===== src/rtl/ringbuf_evt_reader_pkg.sv =====
// Shared types for the ring-buffer event reader: channel geometry, word width,
// FSM encoding and the alignment tag carried alongside each issued read.
package dcfeb_rb_pkg;

    localparam int N_CHAN = 16;
    localparam int SAMP_W = 12;

    typedef enum logic [2:0] {
        IDLE,
        LOAD,
        READ,
        DRAIN,
        DONE
    } rd_state_t;

    typedef struct packed {
        logic vld;
        logic first;
        logic last;
    } algn_t;

endpackage


===== src/rtl/ringbuf_evt_reader_if.sv =====
// Ring-buffer read port plus readout-FIFO write stream; master = event reader.
interface ringbuf_evt_reader_if #(
    parameter int ADDR_W = 12
);
    import dcfeb_rb_pkg::*;

    logic              RB_RDEN;
    logic [ADDR_W-1:0] RB_ADDR;
    logic [SAMP_W-1:0] RB_DOUT;
    logic              OFIFO_AFULL;
    logic [SAMP_W-1:0] DOUT;
    logic              DOUT_VLD;
    logic              DOUT_FIRST;
    logic              DOUT_LAST;

    modport master (
        output RB_RDEN, RB_ADDR, DOUT, DOUT_VLD, DOUT_FIRST, DOUT_LAST,
        input  RB_DOUT, OFIFO_AFULL
    );

    modport slave (
        input  RB_RDEN, RB_ADDR, DOUT, DOUT_VLD, DOUT_FIRST, DOUT_LAST,
        output RB_DOUT, OFIFO_AFULL
    );

endinterface


===== src/rtl/ringbuf_evt_reader_trig_addr_fifo.sv =====
// Pending-trigger address queue: synchronous FIFO that accepts a push on a full
// queue when a pop happens in the same cycle.
module trig_addr_fifo #(
    parameter int W     = 12,
    parameter int DEPTH = 4
) (
    input  logic         CLK,
    input  logic         RST,
    input  logic         i_push,
    input  logic [W-1:0] i_din,
    input  logic         i_pop,
    output logic [W-1:0] o_dout,
    output logic         o_full,
    output logic         o_empty
);
    localparam int PW = (DEPTH > 1) ? $clog2(DEPTH) : 1;
    localparam int CW = $clog2(DEPTH + 1);
    localparam logic [PW-1:0] PLAST = PW'(DEPTH - 1);

    logic [W-1:0]  r_mem [DEPTH];
    logic [PW-1:0] r_wptr;
    logic [PW-1:0] r_rptr;
    logic [CW-1:0] r_cnt;
    logic          w_do_push;
    logic          w_do_pop;

    assign o_full    = (r_cnt == CW'(DEPTH));
    assign o_empty   = (r_cnt == '0);
    assign w_do_pop  = i_pop & ~o_empty;
    assign w_do_push = i_push & (~o_full | w_do_pop);
    assign o_dout    = r_mem[r_rptr];

    always_ff @(posedge CLK or posedge RST) begin
        if (RST) begin
            r_wptr <= '0;
            r_rptr <= '0;
            r_cnt  <= '0;
        end else begin
            if (w_do_push)
                r_wptr <= (r_wptr == PLAST) ? '0 : r_wptr + 1'b1;
            if (w_do_pop)
                r_rptr <= (r_rptr == PLAST) ? '0 : r_rptr + 1'b1;
            case ({w_do_push, w_do_pop})
                2'b10:   r_cnt <= r_cnt + 1'b1;
                2'b01:   r_cnt <= r_cnt - 1'b1;
                default: r_cnt <= r_cnt;
            endcase
        end
    end

    // Storage carries no reset; occupancy is tracked by the pointers above.
    always_ff @(posedge CLK) begin
        if (w_do_push)
            r_mem[r_wptr] <= i_din;
    end

endmodule


===== src/rtl/ringbuf_evt_reader.sv =====
// Ring-buffer event reader: walks one event block per trigger (channel, chip,
// sample order), streams framed words to the readout FIFO and reports the freed block.
module ringbuf_evt_reader
    import dcfeb_rb_pkg::*;
#(
    parameter int ADDR_W   = 12,
    parameter int RB_DEPTH = 4096,
    parameter int N_CHIP   = 6,
    parameter int RB_LAT   = 2,
    parameter int QDEPTH   = 4
) (
    input  logic              CLK,
    input  logic              RST,
    input  logic              JTAG_MODE,
    input  logic [6:0]        SAMP_MAX,
    input  logic              TRIG,
    input  logic [ADDR_W-1:0] TRIG_ADDR,
    ringbuf_evt_reader_if.master bus,
    output logic              BLK_DONE,
    output logic [ADDR_W-1:0] BLK_DONE_ADDR,
    output logic              BUSY,
    output logic              TRIG_OVF
);
    localparam int CHIP_W = (N_CHIP > 1) ? $clog2(N_CHIP) : 1;
    localparam int DRN_W  = $clog2(RB_LAT + 1);
    localparam logic [ADDR_W-1:0] LAST_ADDR = ADDR_W'(RB_DEPTH - 1);
    localparam logic [CHIP_W-1:0] LAST_CHIP = CHIP_W'(N_CHIP - 1);
    localparam logic [3:0]        LAST_CHAN = 4'(N_CHAN - 1);

    rd_state_t         r_state;
    rd_state_t         w_next;
    logic              w_push_req;
    logic              w_pop;
    logic              w_q_full;
    logic              w_q_empty;
    logic [ADDR_W-1:0] w_q_head;
    logic [ADDR_W-1:0] r_addr;
    logic [ADDR_W-1:0] r_start;
    logic [3:0]        r_chan;
    logic [CHIP_W-1:0] r_chip;
    logic [6:0]        r_samp;
    logic [6:0]        r_samp_max;
    logic [DRN_W-1:0]  r_drain;
    logic              w_issue;
    logic              w_done;
    logic              w_first_word;
    logic              w_last_word;
    algn_t             w_issue_tag;
    algn_t             w_pre_out;
    algn_t             r_algn [RB_LAT];
    logic [SAMP_W-1:0] r_dout;
    logic              r_ovf;

    assign w_push_req = TRIG & ~JTAG_MODE;

    trig_addr_fifo #(
        .W     (ADDR_W),
        .DEPTH (QDEPTH)
    ) u_trig_q (
        .CLK     (CLK),
        .RST     (RST),
        .i_push  (w_push_req),
        .i_din   (TRIG_ADDR),
        .i_pop   (w_pop),
        .o_dout  (w_q_head),
        .o_full  (w_q_full),
        .o_empty (w_q_empty)
    );

    always_ff @(posedge CLK or posedge RST) begin
        if (RST) r_state <= IDLE;
        else     r_state <= w_next;
    end

    // A trigger arriving while idle starts LOAD directly, so the pop sees it next cycle.
    always_comb begin
        w_next = r_state;
        case (r_state)
            IDLE:    if (!JTAG_MODE && (!w_q_empty || w_push_req)) w_next = LOAD;
            LOAD:    w_next = READ;
            READ:    if (w_issue && w_last_word) w_next = DRAIN;
            DRAIN:   if (r_drain == DRN_W'(RB_LAT - 1)) w_next = DONE;
            DONE:    w_next = IDLE;
            default: w_next = IDLE;
        endcase
    end

    always_comb begin
        w_pop   = 1'b0;
        w_issue = 1'b0;
        w_done  = 1'b0;
        case (r_state)
            LOAD:    w_pop   = 1'b1;
            READ:    w_issue = ~bus.OFIFO_AFULL;
            DONE:    w_done  = 1'b1;
            default: ;
        endcase
    end

    assign w_first_word = (r_chan == '0) && (r_chip == '0) && (r_samp == '0);
    assign w_last_word  = (r_chan == LAST_CHAN) && (r_chip == LAST_CHIP) && (r_samp == r_samp_max);

    always_ff @(posedge CLK or posedge RST) begin
        if (RST) begin
            r_addr     <= '0;
            r_start    <= '0;
            r_chan     <= '0;
            r_chip     <= '0;
            r_samp     <= '0;
            r_samp_max <= '0;
            r_drain    <= '0;
            r_ovf      <= 1'b0;
        end else begin
            if (r_state == LOAD) begin
                r_addr     <= w_q_head;
                r_start    <= w_q_head;
                r_chan     <= '0;
                r_chip     <= '0;
                r_samp     <= '0;
                r_samp_max <= SAMP_MAX;
            end else if (w_issue) begin
                // Wrap at the buffer depth, which need not be a power of two.
                r_addr <= (r_addr == LAST_ADDR) ? '0 : r_addr + 1'b1;
                r_chan <= (r_chan == LAST_CHAN) ? '0 : r_chan + 1'b1;
                if (r_chan == LAST_CHAN) begin
                    if (r_chip == LAST_CHIP) begin
                        r_chip <= '0;
                        r_samp <= r_samp + 1'b1;
                    end else begin
                        r_chip <= r_chip + 1'b1;
                    end
                end
            end
            r_drain <= (r_state == DRAIN) ? r_drain + 1'b1 : '0;
            r_ovf   <= r_ovf | (w_push_req & w_q_full & ~w_pop);
        end
    end

    assign w_issue_tag = '{vld: w_issue, first: w_issue & w_first_word, last: w_issue & w_last_word};

    always_ff @(posedge CLK or posedge RST) begin
        if (RST) begin
            for (int k = 0; k < RB_LAT; k++) r_algn[k] <= '0;
        end else begin
            r_algn[0] <= w_issue_tag;
            for (int k = 1; k < RB_LAT; k++) r_algn[k] <= r_algn[k-1];
        end
    end

    // The output data register is the final alignment stage; it captures RB_DOUT
    // in the cycle the tag sits one stage before the output.
    generate
        if (RB_LAT == 1) begin : g_pre_issue
            assign w_pre_out = w_issue_tag;
        end else begin : g_pre_pipe
            assign w_pre_out = r_algn[RB_LAT-2];
        end
    endgenerate

    always_ff @(posedge CLK or posedge RST) begin
        if (RST) r_dout <= '0;
        else     r_dout <= w_pre_out.vld ? bus.RB_DOUT : '0;
    end

    assign bus.RB_RDEN    = w_issue;
    assign bus.RB_ADDR    = r_addr;
    assign bus.DOUT       = r_dout;
    assign bus.DOUT_VLD   = r_algn[RB_LAT-1].vld;
    assign bus.DOUT_FIRST = r_algn[RB_LAT-1].first;
    assign bus.DOUT_LAST  = r_algn[RB_LAT-1].last;
    assign BLK_DONE       = w_done;
    assign BLK_DONE_ADDR  = w_done ? r_start : '0;
    assign BUSY           = (r_state != IDLE) | ~w_q_empty;
    assign TRIG_OVF       = r_ovf;

endmodule


===== src/flat_wrapper.sv =====
// flat-port wrapper written by rule: the top's interface ports become plain ports
module ringbuf_evt_reader_flat import dcfeb_rb_pkg::*;
#(
    parameter int ADDR_W   = 12,
    parameter int RB_DEPTH = 4096,
    parameter int N_CHIP   = 6,
    parameter int RB_LAT   = 2,
    parameter int QDEPTH   = 4
)
  (CLK, RST, JTAG_MODE, SAMP_MAX, TRIG, TRIG_ADDR, BLK_DONE, BLK_DONE_ADDR, BUSY, TRIG_OVF, bus_RB_RDEN, bus_RB_ADDR, bus_DOUT, bus_DOUT_VLD, bus_DOUT_FIRST, bus_DOUT_LAST, bus_RB_DOUT, bus_OFIFO_AFULL);
  ringbuf_evt_reader_if #(.ADDR_W(ADDR_W)) bus_i ();
  input  logic CLK;
  input  logic RST;
  input  logic JTAG_MODE;
  input  logic [6:0] SAMP_MAX;
  input  logic TRIG;
  input  logic [ADDR_W-1:0] TRIG_ADDR;
  output logic BLK_DONE;
  output logic [ADDR_W-1:0] BLK_DONE_ADDR;
  output logic BUSY;
  output logic TRIG_OVF;
  output wire logic [$bits(bus_i.RB_RDEN)-1:0] bus_RB_RDEN;
  output wire logic [$bits(bus_i.RB_ADDR)-1:0] bus_RB_ADDR;
  output wire logic [$bits(bus_i.DOUT)-1:0] bus_DOUT;
  output wire logic [$bits(bus_i.DOUT_VLD)-1:0] bus_DOUT_VLD;
  output wire logic [$bits(bus_i.DOUT_FIRST)-1:0] bus_DOUT_FIRST;
  output wire logic [$bits(bus_i.DOUT_LAST)-1:0] bus_DOUT_LAST;
  input wire logic [$bits(bus_i.RB_DOUT)-1:0] bus_RB_DOUT;
  input wire logic [$bits(bus_i.OFIFO_AFULL)-1:0] bus_OFIFO_AFULL;
  assign bus_RB_RDEN = bus_i.RB_RDEN;
  assign bus_RB_ADDR = bus_i.RB_ADDR;
  assign bus_DOUT = bus_i.DOUT;
  assign bus_DOUT_VLD = bus_i.DOUT_VLD;
  assign bus_DOUT_FIRST = bus_i.DOUT_FIRST;
  assign bus_DOUT_LAST = bus_i.DOUT_LAST;
  assign bus_i.RB_DOUT = bus_RB_DOUT;
  assign bus_i.OFIFO_AFULL = bus_OFIFO_AFULL;
  ringbuf_evt_reader #(.ADDR_W(ADDR_W), .RB_DEPTH(RB_DEPTH), .N_CHIP(N_CHIP), .RB_LAT(RB_LAT), .QDEPTH(QDEPTH)) u_core (.CLK(CLK), .RST(RST), .JTAG_MODE(JTAG_MODE), .SAMP_MAX(SAMP_MAX), .TRIG(TRIG), .TRIG_ADDR(TRIG_ADDR), .bus(bus_i), .BLK_DONE(BLK_DONE), .BLK_DONE_ADDR(BLK_DONE_ADDR), .BUSY(BUSY), .TRIG_OVF(TRIG_OVF));
endmodule

===== config.mk =====
export PLATFORM = sky130hd
export DESIGN_NAME = ringbuf_evt_reader_flat
export DESIGN_NICKNAME = d
export VERILOG_FILES = /design/src/rtl/ringbuf_evt_reader_pkg.sv /design/src/rtl/ringbuf_evt_reader_if.sv /design/src/rtl/ringbuf_evt_reader_trig_addr_fifo.sv /design/src/rtl/ringbuf_evt_reader.sv /design/src/flat_wrapper.sv
export SDC_FILE = /design/constraint.sdc
export NUM_CORES = 1
export LEC_CHECK = 0
export CORE_MARGIN = 3
export CORE_UTILIZATION = 49
export DETAILED_ROUTE_END_ITERATION = 8
export GPL_TIMING_DRIVEN = 0
export MAX_ROUTING_LAYER = met4
export PLACE_DENSITY = 0.75
export SETUP_SLACK_MARGIN = 0.5
export SLEW_MARGIN = 20
export SYNTH_ARGS = -nofsm -noshare
export SYNTH_HDL_FRONTEND = slang
export SYNTH_SLANG_ARGS = --single-unit

===== constraint.sdc =====
create_clock -name CLK -period 2.6 [get_ports CLK]
set_clock_uncertainty 0.1 [all_clocks]
set_input_delay 0.52 -clock CLK [delete_from_list [all_inputs] [get_ports CLK]]
set_output_delay 0.52 -clock CLK [all_outputs]
set_load 0.02 [all_outputs]

==> summary.txt, run 1 <==
Run status
  – Status: completed

Floorplan
  – Starting density of the core: 51.1%
  – CORE AREA: 10500 µm²
  – Boundary pin count: 79
  – Die width: ~110 µm
  – Die ar.: 12200 µm²
  – Cell Rows: 37
  – Die Height: 111 µm

Logic synthesis
  – Asr flop ratio synth: between 60% and 70%
  – Post-Syn Area per Cell: 12.6 µm²
  – Unique masters post-synth: 56
  – Proportion of synthesized area in mux cells: 5.85%
  – Syn. warnings: 0
  – Combinational family with the most area after synthesis: simple AND/OR/NAND/NOR gates
  – Flops & latches, synth: 124
  – Post-Syn Instances: 427
  – Most used DFF post-synth: dfrtp_1
  – Sequential area share after synthesis: 62.3%
  – Post-synth EDFFs: 48
  – Xor and xnor area share after synthesis: 3.26%
  – Synth Area in Simple Gates: 16.6%
  – Compound-gate portion of the synthesized area: 6.69%
  – Syn Nets: 475
  – Synthesized cell area: 5370 µm²
  – Synth Area in Adders: 2.94%

Setup path
  – Arrival time at the worst endpoint: between 2 and 3 ns
  – CP Launch Type: flip-flop
  – Crit Path Max Fanout: 3
  – Critical path type: reg2reg
  – Worst path required time: 2.93 ns
  – Crit end category: flip-flop

Timing
  – Normalized max-slew margin: between 60% and 70%
  – Setup TNS: 0 ns
  – Period minus WS final: 2.55 ns
  – Slew Viols, Final: 0
  – Worst slew pin tran: 0.573 ns
  – Max Fclk: 392 MHz
  – Final Cycle Share: a little over nine tenths
  – Final setup violation count: 0
  – Final Hold Vio Count: 0
  – RSZ-0062 raised after global routing: yes

Clock tree
  – CTS root buf: clkbuf_8
  – Reg clk slew, reported paths: around 0.060 ns
  – Worst-case clock buffer depth: 2
  – CTS tree: done
  – # clock sinks: 124
  – Num CTS Buffers: 17
  – Worst skew pair latency: between 0.5 and 0.6 ns
  – CTS H-Tree Depth: 4

GRT
  – Initial antenna violation count: 0
  – Largest net degree at the start of global routing: 32
  – Vias in the first global route: 4040
  – Total congestion overflow: 0
  – Global-route wire length before repair: 20.9 mm
  – GRT Total Usage: 22.5%

Cells and area
  – Layout cells sized above 1: 30.6%
  – Antenna Cells: 0
  – Fillcell total: slightly above 600
  – Nets: just over 600
  – Synthesis-to-finish area growth: 46.1%

Power
  – Total power: 7.85 mW
  – Maximum VDD drop: 0.679 mV
  – Pleak: 3.31 nW
  – Pwr dens: 1000 nW/µm²

Detailed routing
  – Routed WL: 14.3 mm
  – Routed Antenna Nets: 0
  – DRC Markers: 0
  – Via density: 5.65
  – Via count: 4076
  – Initial DRC count: roughly 370
  – Drt wl/cell: 19.9 µm
  – DR pass1 iterations: 5

Placed design
  – RD Place Congestion: 0.904
  – # port buffers: 78
  – Hpwl dp: 8.06 mm

Flow run
  – Max-Cap Viols: 0

Min path
  – HP Class: reg2reg
[path summary, 6_finish.rpt]
kind | endpoint | slack, ns | depth (start not counted) | startpoint
worst max-delay path | u_core.u_trig_q.r_cnt[1] | 0.05 | 11 | u_core.r_state[1]
worst min-delay path | u_core.bus.DOUT_FIRST | 0.25 | 0 | u_core.r_algn[4]
worst max register to register | u_core.u_trig_q.r_cnt[1] | 0.05 | 11 | u_core.r_state[1]
worst min register to register | u_core.bus.DOUT_FIRST | 0.25 | 0 | u_core.r_algn[4]
max in group asynchronous | u_core.bus.RB_ADDR[9] | 1.56 | 3 | RST
min in group asynchronous | u_core.bus.DOUT[11] | 0.30 | 2 | RST
[placed cells by master, fill, tap and decap left out, drive strengths merged, types with 5 or more instances in the layout]
| cell type | count |
|---|---|
| a21oi | 10 |
| and2 | 35 |
| buf | 65 |
| clkbuf | 28 |
| clkdlybuf4s50 | 48 |
| clkinv | 6 |
| dfrtp | 76 |
| dlygate4sd2 | 13 |
| edfxtp | 48 |
| ha | 11 |
| inv | 18 |
| mux4 | 12 |
| nand2 | 75 |
| nand3 | 12 |
| nand4 | 8 |
| nor2 | 12 |
| nor3 | 5 |
| o21ai | 17 |
| or3 | 5 |
| xnor2 | 11 |
| xor2 | 9 |
[flip-flops by register name (all words and copies together), names as in the netlist]
| name | count |
|---|---|
| u_core.u_trig_q.r_mem | 48 |
| u_core.bus.DOUT | 12 |
| u_core.bus.RB_ADDR | 12 |
| u_core.r_start | 12 |
| u_core.r_samp | 7 |
| u_core.r_samp_max | 7 |
| u_core.r_chan | 4 |
| u_core.r_algn | 3 |
| u_core.r_chip | 3 |
| u_core.r_state | 3 |
| u_core.u_trig_q.r_cnt | 3 |
| u_core.r_drain | 2 |
| u_core.u_trig_q.r_rptr | 2 |
| u_core.u_trig_q.r_wptr | 2 |
| u_core.TRIG_OVF | 1 |
| u_core.bus.DOUT_FIRST | 1 |
| u_core.bus.DOUT_LAST | 1 |
| u_core.bus.DOUT_VLD | 1 |
[worst max-delay path, stage by stage, from the launching register on]
cell and delay [ns]:
dfrtp_1 0.40, buf_6 0.14, buf_6 0.11, buf_6 0.10, buf_6 0.11, or3b_4 0.40, nor3_4 0.16, inv_2 0.07
fa_2 0.44, a21oi_2 0.11, o211ai_1 0.11, a21oi_1 0.21
[layout make-up]
class	instances	area, µm²	area share [%]
sequential	124	3340	42.6
timing repair buffer	122	1320	16.8
tap	136	170	2.17
multi-input combinational	275	2210	28.2
inverter	16	63.8	0.814
clock buffer	18	418	5.33
clock inverter	14	145	1.85
buffer	16	170	2.17
[power breakdown]
| group | switching, mW | leakage [nW] | internal [mW] | total (mW) |
|---|---|---|---|---|
| combinational | 1.37 | 1.63 | 1.26 | 2.63 |
| sequential | 0.445 | 1.40 | 2.52 | 2.97 |
| clock | 0.893 | 0.269 | 1.36 | 2.26 |
| total | 2.71 | 3.31 | 5.14 | 7.85 |
[metrics by stage]
| step | utilization (%) | setup slack (ns) | hold slack, ns | area (µm²) | instances |
|---|---|---|---|---|---|
| 3_5_place_dp | 60.9 | -0.881 | 0.250 | 6400 | 643 |
| 5_1_grt | 74.6 | -0.0415 | 0.268 | 7840 | 721 |
| 2_1_floorplan | - | 0.474 | 0.231 | 5400 | 427 |
| 3_3_place_gp | 60.4 | -0.841 | 0.233 | 6350 | 641 |
| 4_1_cts | 69.7 | 0.107 | 0.257 | 7320 | 699 |
| 6_report | 74.6 | 0.0470 | 0.251 | 7840 | 721 |
[synth_stat cells (4+ instances only)]
cell / instances / share of area, %
a21oi_1: 10 / 0.93
and2_1: 31 / 3.6
buf_2: 4 / 0.37
clkbuf_1: 10 / 0.70
dfrtp_1: 76 / 35
edfxtp_1: 48 / 27
ha_1: 11 / 2.6
inv_1: 16 / 1.1
mux4_2: 12 / 5.0
nand2_1: 75 / 5.2
nand3_1: 11 / 1.0
nand4_1: 8 / 0.93
nor2_1: 12 / 0.84
nor3_1: 5 / 0.47
o21ai_0: 16 / 1.5
or3_1: 5 / 0.58
xnor2_1: 11 / 1.8
xor2_1: 9 / 1.5
[layer usage]
layer | global-route usage [%] | vias up | part of all wire [%]
met5 | - | - | 0
met4 | 8.54 | 0 | 3.0
met3 | 5.19 | 42 | 5.6
met2 | 37.9 | 178 | 53
met1 | 26.4 | 2036 | 38
li1 | - | 1820 | -
[logic make-up (layout without fill, tap and decap cells)]
logic type,count (synthesis),in the layout
simple gates,170,174
flops,124,124
compound gates,53,53
buf+inv,32,186
xor+xnor,20,20
mux,16,16
fa+ha+maj,12,12
[what timing repair did]
| item | 4_1_cts | 5_1_grt |
|---|---|---|
| hold buffers | 0 | 0 |
| buffers inserted | 19 | 18 |
| pin swaps | 18 | 25 |
| cloned | 5 | 4 |
| gates resized for setup | 139 | 109 |
| setup endpoints to repair | 93 | 114 |
No activity file was read; power rests on OpenSTA's default activity.
==> inputs of run 2 (changes only) <==
CORE_ASPECT_RATIO = 0.9   (was default)
==> summary.txt, run 2 (synthesis gave the netlist of run 1 again) <==
Detailed routing
  – Via density: 5.54 (-1.9%)
  – Via count: 3909 (-4.1%)
  – Routed Antenna Nets: 0 (unchanged)
  – DR pass1 iterations: 5 (unchanged)
  – Routed WL: 13.1 mm (-8.2%)
  – DRC Markers: 0 (unchanged)
  – Drt wl/cell: 18.6 µm (-6.2%)
  – Initial DRC count: 286 (-22%)

Timing
  – Worst slew pin tran: 0.582 ns (+0.00906 ns)
  – Normalized max-slew margin: 61.2% (-0.60 points)
  – Setup TNS: 0 ns (unchanged)
  – Slew Viols, Final: 0 (unchanged)
  – Final setup violation count: 0 (unchanged)
  – Final Hold Vio Count: 0 (unchanged)
  – Period minus WS final: 2.33 ns (-0.227 ns)
  – Final Cycle Share: 89.5% (-8.7 points)
  – Max Fclk: 430 MHz (+9.7%)
  – RSZ-0062 raised after global routing: yes

Floorplan
  – Die ar.: 12200 µm² (about the same)
  – Die width: 116 µm (+5.1%)
  – Die Height: 105 µm (-4.9%)
  – CORE AREA: 10500 µm² (-0.40%)
  – Cell Rows: 35 (-5.4%)
  – Starting density of the core: 51.3% (+0.21 points)
  – Boundary pin count: 79 (unchanged)

Power
  – Sw power: 2.53 mW (-6.7%)
  – Pwr dens: 1020 nW/µm² (+1.6%)
  – Clock share of power: 30.9% (+2.2 points)
  – Register share of total power: 38.4% (+0.6 points)
  – Comb pwr share: 30.8% (-2.7 points)
  – Sw frac: 32.8% (-1.7 points)
  – Pleak: 3.14 nW (-5.1%)
  – Maximum VDD drop: 0.592 mV (-13%)
  – Internal: 5.17 mW (+0.61%)

Cells and area
  – Synthesis-to-finish area growth: 41.0%
  – Antenna Cells: 0 (unchanged)
  – Layout cells sized above 1: 26.6% (-4.0 points)
  – Reg with most FFs: u_core.u_trig_q.r_mem
  – Most common cell after layout, fill and taps aside: dfrtp_1
  – Max FFs per register: 48 (unchanged)
  – Fin util: 72.3% (-2.3 points)
  – Nets: 611 (-1.5%)
  – Commonest cells after routing, fill and taps aside: dfrtp_1 (76), nand2_1 (75), clkdlybuf4s50_1 (51), edfxtp_1 (48), buf_6 (25)

Setup path
  – Crit end category: flip-flop
  – Critical path type: reg2reg
  – Worst path required time: 2.79 ns (-0.14 ns)
  – Arrival time at the worst endpoint: 2.52 ns (-0.37 ns)
  – CP Launch Type: flip-flop
  – Setup slack, reg-to-reg: 0.27 ns (+0.23 ns)
  – Crit Path Max Fanout: 9 (+6)

Min path
  – HP Class: reg2reg

Placed design
  – RD Place Congestion: 0.832 (-7.9%)
  – # port buffers: 78 (unchanged)
  – Hpwl dp: 7.97 mm (-1.1%)

Clock tree
  – # clock sinks: 124 (unchanged)
  – Worst skew pair latency: 0.42 ns (-0.10 ns)
  – CTS H-Tree Depth: 4 (unchanged)
  – Num CTS Buffers: 17 (unchanged)
  – CTS root buf: clkbuf_16
  – Reg clk slew, reported paths: 0.06 ns (about the same)
  – Worst-case clock buffer depth: 2 (unchanged)
  – CTS tree: done

GRT
  – Initial antenna violation count: 0 (unchanged)
  – Vias in the first global route: 3930 (-2.7%)
  – Largest net degree at the start of global routing: 26 (-19%)
  – GRT Total Usage: 22.7% (+0.18 points)
  – Total congestion overflow: 0 (unchanged)
  – Global-route wire length before repair: 20.4 mm (-2.7%)

Run status
  – Status: completed

Flow run
  – Max-Cap Viols: 0 (unchanged)
run 2: cell types whose count changed in the layout (fill, tap and decap cells not counted), sizes merged, moves of 2 or more:
cell / change
dlymetal6s2s: -2
clkdlybuf4s50: +3
clkbuf: +2
clkinv: -3
buf: -11
clkinvlp: +2
run 2: routing by layer:
layer / track usage (%) / vias up / routed length [µm]
met5: - / - / 0
met1: 27.4 / 1952 / 5280
met4: 7.62 / 0 / 108
li1: - / 1811 / -
met2: 37.3 / 132 / 7000
met3: 5.40 / 14 / 746
run 2: cell type report:
type	instances	area, µm²
clock buffer	19	433
tap	129	161
inverter	16	63.8
buffer	16	125
sequential	124	3340
fill	663	2900
timing repair buffer	112	1150
clock inverter	13	166
multi-input combinational	276	2120
run 2: path summary, 6_finish.rpt:
path,from,end,cells past startpoint
worst max-delay path,u_core.r_state[1],u_core.u_trig_q.r_cnt[2],9
worst min-delay path,u_core.r_algn[3],u_core.bus.DOUT_LAST,0
worst max register to register,u_core.r_state[1],u_core.u_trig_q.r_cnt[2],9
worst min register to register,u_core.r_algn[3],u_core.bus.DOUT_LAST,0
max in group asynchronous,RST,u_core.r_start[1],4
min in group asynchronous,RST,u_core.r_algn[4],2
run 2: critical path: stages, from the launching register on:
cell     delay [ns]
dfrtp_1        0.40
buf_6          0.14
buf_6          0.13
or3b_4         0.40
nor3_4         0.21
inv_2          0.06
fa_2           0.36
o21ba_4        0.24
a22oi_2        0.05
xnor2_1        0.13
run 2: power by group through the flow:
stage	Sequential (mW)	Clock [mW]	Combinational (mW)
2_1_floorplan	3.02	0	1.19
3_3_place_gp	2.92	0	1.96
3_5_place_dp	2.95	0	2.02
4_1_cts	2.94	2.40	2.20
5_1_grt	3.02	2.50	2.58
6_report	2.95	2.38	2.37
run 2: repair_timing:
item | in CTS | in global routing
pin swaps | 15 | 20
setup buffers | 15 | 15
gates cloned | 6 | 0
hold buffers | 0 | 0
endpoints found under the setup margin | 93 | 104
gates resized for setup | 132 | 49
run 2: metrics by stage:
step           power (mW)  hold slack (ns)  setup WS, ns  cells  instance area [µm²]
6_report             7.70            0.249         0.274    705                 7570
3_5_place_dp         4.97            0.237        -0.868    637                 6420
5_1_grt              8.10            0.254         0.188    705                 7570
3_3_place_gp         4.88            0.233        -0.829    634                 6340
2_1_floorplan        4.21            0.231         0.474    427                 5400
4_1_cts              7.53            0.249         0.239    690                 7310
